[src/rtl/lc3_imem_responder.sv]
// lc3_imem_responder: word-addressed instruction store answering LC-3 fetch
// requests with a fixed access latency and a one-cycle instr_valid strobe.
// Optional feature: define LC3_IMEM_HITBUF_EN to add a one-entry last-fetch
// buffer that answers a repeat fetch of the same word with latency 1.
// Only the low ADDR_W bits of pc/ld_addr index the store (addresses wrap),
// so ADDR_W is expected to stay below 16.
module lc3_imem_responder #(
  parameter int ADDR_W      = 8,
  parameter int WAIT_CYCLES = 2
) (
  input  logic        clk,
  input  logic        rst,
  input  logic [15:0] pc,
  input  logic        rd,
  input  logic        ld_en,
  input  logic [15:0] ld_addr,
  input  logic [15:0] ld_data,
  output logic [15:0] instr,
  output logic        instr_valid,
  output logic        busy
);

  typedef enum logic [1:0] {
    S_IDLE,
    S_WAIT,
    S_RESP
  } state_t;

  localparam logic [3:0] WAIT_INIT = 4'(WAIT_CYCLES);
  localparam int         DEPTH     = 1 << ADDR_W;

  state_t              state;
  state_t              state_nx;
  logic [3:0]          cnt;
  logic [3:0]          cnt_nx;
  logic [ADDR_W-1:0]   addr_q;
  logic [ADDR_W-1:0]   addr_nx;
  logic                accept;
  logic                hit;
  logic [15:0]         resp_word;
  logic [ADDR_W-1:0]   pc_idx;
  logic [ADDR_W-1:0]   ld_idx;
  logic                unused_hi;
  logic [15:0]         mem [0:DEPTH-1];

  assign pc_idx    = pc[ADDR_W-1:0];
  assign ld_idx    = ld_addr[ADDR_W-1:0];
  // Upper address bits are deliberately ignored; the fold keeps them visibly consumed.
  assign unused_hi = ^{pc, ld_addr};

`ifdef LC3_IMEM_HITBUF_EN
  logic [ADDR_W-1:0] hb_addr;
  logic [15:0]       hb_data;
  logic              hb_valid;
  logic              hit_q;

  assign hit       = hb_valid && (pc_idx == hb_addr);
  assign resp_word = hit_q ? hb_data : mem[addr_q];

  // Remember whether the access in flight is served from the last-fetch buffer.
  always_ff @(posedge clk or negedge rst) begin
    if (!rst) begin
      hit_q <= 1'b0;
    end else if (accept) begin
      hit_q <= hit;
    end
  end

  // Last-fetch buffer: refilled on every response, invalidated by a load to its word.
  always_ff @(posedge clk or negedge rst) begin
    if (!rst) begin
      hb_addr  <= '0;
      hb_data  <= 16'h0000;
      hb_valid <= 1'b0;
    end else if (state == S_RESP) begin
      hb_addr  <= addr_q;
      hb_data  <= resp_word;
      hb_valid <= !(ld_en && (ld_idx == addr_q));
    end else if (ld_en && (ld_idx == hb_addr)) begin
      hb_valid <= 1'b0;
    end
  end
`else
  assign hit       = 1'b0;
  assign resp_word = mem[addr_q];
`endif

  // Side-load port writes the store in any state; the store itself is never reset.
  always_ff @(posedge clk) begin
    if (ld_en) begin
      mem[ld_idx] <= ld_data;
    end
  end

  // Control state register: current FSM state, wait counter and latched index.
  always_ff @(posedge clk or negedge rst) begin
    if (!rst) begin
      state  <= S_IDLE;
      cnt    <= 4'd0;
      addr_q <= '0;
    end else begin
      state  <= state_nx;
      cnt    <= cnt_nx;
      addr_q <= addr_nx;
    end
  end

  // Next-state logic: accept in IDLE, count down or abort in WAIT, answer in RESP.
  always_comb begin
    state_nx = state;
    cnt_nx   = cnt;
    addr_nx  = addr_q;
    accept   = 1'b0;
    busy     = (state != S_IDLE);
    case (state)
      S_IDLE: begin
        if (rd) begin
          accept  = 1'b1;
          addr_nx = pc_idx;
          cnt_nx  = WAIT_INIT;
          if ((WAIT_INIT == 4'd0) || hit) begin
            state_nx = S_RESP;
          end else begin
            state_nx = S_WAIT;
          end
        end
      end
      S_WAIT: begin
        if (!rd) begin
          state_nx = S_IDLE;
        end else if (cnt == 4'd1) begin
          state_nx = S_RESP;
          cnt_nx   = 4'd0;
        end else begin
          cnt_nx = cnt - 4'd1;
        end
      end
      S_RESP: begin
        state_nx = S_IDLE;
      end
      default: begin
        state_nx = S_IDLE;
      end
    endcase
  end

  // Response register: capture the word (pre-write contents) and pulse valid once.
  always_ff @(posedge clk or negedge rst) begin
    if (!rst) begin
      instr       <= 16'h0000;
      instr_valid <= 1'b0;
    end else if (state == S_RESP) begin
      instr       <= resp_word;
      instr_valid <= 1'b1;
    end else begin
      instr_valid <= 1'b0;
    end
  end

endmodule

[config.mk]
export PLATFORM = sky130hd
export DESIGN_NAME = lc3_imem_responder
export DESIGN_NICKNAME = d
export VERILOG_FILES = /design/src/rtl/lc3_imem_responder.sv
export SDC_FILE = /design/constraint.sdc
export NUM_CORES = 2
export LEC_CHECK = 0
export BUFFER_PORTS_ARGS = -buffer_cell sky130_fd_sc_hd__clkbuf_2
export CORE_UTILIZATION = 45
export CTS_CLUSTER_SIZE = 8
export DETAILED_ROUTE_END_ITERATION = 10
export HOLD_SLACK_MARGIN = 0.05
export REMOVE_ABC_BUFFERS = 1
export SLEW_MARGIN = 25
export SYNTH_ARGS = -nofsm -noshare
export SYNTH_HDL_FRONTEND = slang
export SYNTH_SLANG_ARGS = --single-unit
[constraint.sdc]
create_clock -name clk -period 2.4 [get_ports clk]
set_input_delay 0.24 -clock clk [delete_from_list [all_inputs] [get_ports clk]]
set_output_delay 0.24 -clock clk [all_outputs]
set_load 0.05 [all_outputs]
==> Implementation_results.wiki <==
{| class="wikitable"
! Metric !! Value
|-
| Most used routing layer || met2
|-
| Number of antenna violations at the first check in global routing || 30
|-
| Required time worst endpoint || 3340 ps
|-
| Number of cells in the finished layout apart from fillers || 14000
|-
| # H-tree levels || 6
|-
| DRC Markers || 0
|-
| Area of the multi-input gates || 34900 sq um
|-
| Via count || 87200
|-
| R2r setup slk || -850 ps
|-
| Sequential group share of total power || 37.3%
|-
| Total net switching power || 64600 uW
|-
| Initial cell density of the core || 45.3%
|-
| Width of the die || 598 microns
|-
| Most frequent cells in the layout || sky130_fd_sc_hd__edfxtp_1, sky130_fd_sc_hd__buf_4, sky130_fd_sc_hd__mux4_2
|-
| Remaining global-route overflow || 0
|-
| Worst vdd ir || 0.837 mV
|-
| Net count, final || 9182
|-
| Number of buffers added on ports || 53
|-
| Cells on worst reg2reg path || 12
|-
| Maximum number of pins on one net before global-route repair || 92
|-
| Hold Crit Class || in2reg
|-
| Met3 usage || 5.64%
|-
| Number of global-route vias before repair || 87500
|-
| Sequential cell area || 124000 sq um
|-
| Clock-pin transition on the worst setup and hold timing paths || 50 ps
|-
| Outcome || finished, violations left
|-
| Number of buffers added by the clock tree synthesis step || 586
|-
| Max-slew headroom || 32.7%
|-
| Placement Setup Slack || -1830 ps
|-
| Critical path capture point type || flip-flop
|-
| Crit-path max FO || 9
|-
| Clock Skews || 62.6 ps
|-
| Layout overhead on the synthesized area || 23.1%
|-
| Count of boundary I/O pins || 70
|-
| Vias/cell || 6.22
|-
| Die Y || 598 microns
|-
| Smallest setup slack after layout || -847 ps
|-
| Number of synthesized flops with an enable pin || 4096
|-
| Distinct cell type count of the synthesized netlist || 68
|-
| Post-route total power || 215000 uW
|-
| Average cell area after synthesis || 21.0 sq um
|-
| Final slew viol count || 0
|-
| Fraction of layout cells with a size suffix above 1 || 33.4%
|-
| Category of the most critical setup path || reg2reg
|-
| Placer's final routability congestion estimate || 0.906
|-
| Final hold violation count || 0
|-
| TritonCTS clock tree || built
|-
| Violated checks || negative setup slack
|-
| Placeable core area || 353000 sq um
|-
| Fraction of power spent switching nets || 30.0%
|-
| Die outline area || 358000 sq um
|-
| Crit path to || instr[11]
|-
| First-pass GRT wire length || 685 mm
|-
| Worst hold slack || 119 ps
|-
| Met2 Resource Use GR || 42.6%
|-
| Crit path launch type || flip-flop
|-
| Antenna-violating nets left || 0
|-
| Final count of negative-setup-slack endpoints || 18
|-
| Mapped cell area || 160000 sq um
|-
| Bufs on Longest Clock Path || 4
|-
| End of the worst register-to-register path || instr[11]
|-
| Highest Clock Rate || 0.308 GHz
|-
| Clock power frac || 34.6%
|-
| Hpwl dp || 307 mm
|-
| Detailed Routing Iterations Pass 1 || 5
|-
| Routed Wire Length || 493 mm
|-
| Arrival time of the worst setup path || 4190 ps
|-
| Leakage power of the design || 0.0652 uW
|-
| RSZ-0062 raised after global routing || yes
|-
| Combined global-route utilization of all metal layers || 27.3%
|-
| Cell chosen for the clock root || sky130_fd_sc_hd__clkbuf_16
|-
| Sequential share of the synthesized area || 77.4%
|-
| Measured slew at the worst slew-check pin || 1010 ps
|-
| Main synth FF type || sky130_fd_sc_hd__edfxtp_1
|-
| Power Internal || 151000 uW
|-
| Syn Inst Count || 7627
|-
| Post-layout min period || 3250 ps
|-
| Share of flip-flops with an asynchronous set or reset after synthesis || 0.751%
|-
| Count of state elements after synthesis || 4127
|-
| Yosys warns || 0
|-
| Worst setup path startpoint || addr_q[0]
|-
| Launching point of the worst reg2reg path || addr_q[0]
|-
| Source-to-sink clock delay at the later pin of the worst-skew pair || 1060 ps
|-
| Met1 Resource Use GR || 37.3%
|-
| Pwr dens || 1090 nW/um^2
|-
| Mean routed wirelength per cell || 35.2 microns
|-
| Ratio of final minimum period to clock period || 135%
|-
| Most common cell after layout, fill and taps aside || sky130_fd_sc_hd__edfxtp_1
|-
| 1st-iter DRT viols || 11600
|-
| Combinational share of power || 28.0%
|-
| CTS Sinks || 4127
|-
| Max-capacitance violation count || 0
|-
| Number of placed instances with taps included || 13100
|-
| Standard-cell row count || 218
|-
| Filler cell count || 26100
|}
kinds of logic after synthesis:
| kind of cell | count (synthesis) | synth area share, % |
|---|---|---|
| AO/OA/AOI/OAI | 855 | 3.79 |
| adder cells (fa/ha/maj) | 2 | 0.0156 |
| buffers and inverters | 491 | 2.15 |
| flip-flops | 4127 | 77.4 |
| multiplexers | 1398 | 14.5 |
| AND/OR/NAND/NOR | 754 | 2.10 |
registers in the layout, summed over array words and instances, names as in the netlist:
register	count
addr_q	8
instr	16
state	2
cnt	4
instr_valid	1
mem	4096
power by group through the flow:
stage	logic, uW	registers, uW	clock network [uW]
after floorplan	12100	82500	0
after global placement	51900	81500	0
after detailed placement	52100	81600	0
after CTS	57600	80300	75200
after global routing	62200	80200	77900
final	60300	80300	74500
cell type report:
class	instances	area share, %
clock inverter	52	0.502
antenna	21	0.0267
tap	4730	3.01
timing repair buffer	1376	8.03
clock buffer	675	7.75
sequential	4127	62.9
inverter	28	0.0616
multi-input combinational	3009	17.7
worst max-delay path, cell delays in order (launching register included):
cell and delay, ps:
sky130_fd_sc_hd__dfrtp_4 500, sky130_fd_sc_hd__buf_12 160, sky130_fd_sc_hd__buf_16 180, sky130_fd_sc_hd__buf_16 170
sky130_fd_sc_hd__buf_12 160, sky130_fd_sc_hd__mux4_2 350, sky130_fd_sc_hd__o22ai_2 90, sky130_fd_sc_hd__o21a_4 240
sky130_fd_sc_hd__buf_12 130, sky130_fd_sc_hd__a31oi_2 180, sky130_fd_sc_hd__buf_6 190, sky130_fd_sc_hd__nand4_1 460
sky130_fd_sc_hd__nand3_1 260
how the worst min path moves through the flow:
stage	slack, ps	from	cells after the start	endpoint
final	120	ld_addr[1]	4	mem[167][10]
after global routing	60	pc[2]	4	addr_q[2]
after CTS	60	pc[2]	4	addr_q[2]
after detailed placement	430	rst	1	instr[3]
after global placement	440	rst	1	instr[3]
after floorplan	-60	rst	0	addr_q[0]
what timing repair did:
action | 4_1_cts | 5_1_grt
endpoints found under the hold margin | 4065 | 0
hold buffers | 34 | 0
endpoints found under the setup margin | 19 | 17
setup buffers | 66 | 46
gates resized for setup | 425 | 193
cloned | 19 | 5
pin swaps | 50 | 52
stage by stage:
stage / area [sq um] / utilization, % / TNS, ps
2_1_floorplan: 157000 / - / -885060
3_3_place_gp: 176000 / 49.7 / -22800
3_5_place_dp: 176000 / 49.8 / -22030
4_1_cts: 195000 / 55.3 / -11460
5_1_grt: 197000 / 55.7 / -12050
6_report: 197000 / 55.7 / -11760
synthesized netlist by cell type (27+ instances only):
library cell,n,area share (%)
sky130_fd_sc_hd__mux4_2,653,9.2
sky130_fd_sc_hd__mux2i_1,621,3.9
sky130_fd_sc_hd__clkbuf_1,160,0.38
sky130_fd_sc_hd__buf_2,102,0.32
sky130_fd_sc_hd__edfxtp_1,4096,77
sky130_fd_sc_hd__buf_4,57,0.27
sky130_fd_sc_hd__a21oi_1,123,0.38
sky130_fd_sc_hd__nor2_1,314,0.74
sky130_fd_sc_hd__a22oi_1,63,0.30
sky130_fd_sc_hd__inv_1,27,0.063
sky130_fd_sc_hd__o221ai_1,123,0.67
sky130_fd_sc_hd__mux2_2,62,0.44
sky130_fd_sc_hd__mux4_1,62,1.0
sky130_fd_sc_hd__o21ai_0,86,0.27
sky130_fd_sc_hd__nor4_1,33,0.13
sky130_fd_sc_hd__nor3_1,53,0.17
sky130_fd_sc_hd__nand4_1,33,0.13
sky130_fd_sc_hd__a22o_1,34,0.19
sky130_fd_sc_hd__nand3_1,57,0.18
sky130_fd_sc_hd__o22ai_1,191,0.75
sky130_fd_sc_hd__buf_6,67,0.47
sky130_fd_sc_hd__a2111oi_0,65,0.36
sky130_fd_sc_hd__dfrtp_1,31,0.49
sky130_fd_sc_hd__a221oi_1,48,0.26
sky130_fd_sc_hd__nand2_1,192,0.45
sky130_fd_sc_hd__a211oi_1,33,0.15
metal layers:
metal	vias up	share of wire [%]
li1	35000	-
met1	46400	38
met2	4952	47
met3	914	10
met4	6	4.9
met5	-	0.0099
(Power assumes the default switching activity.)
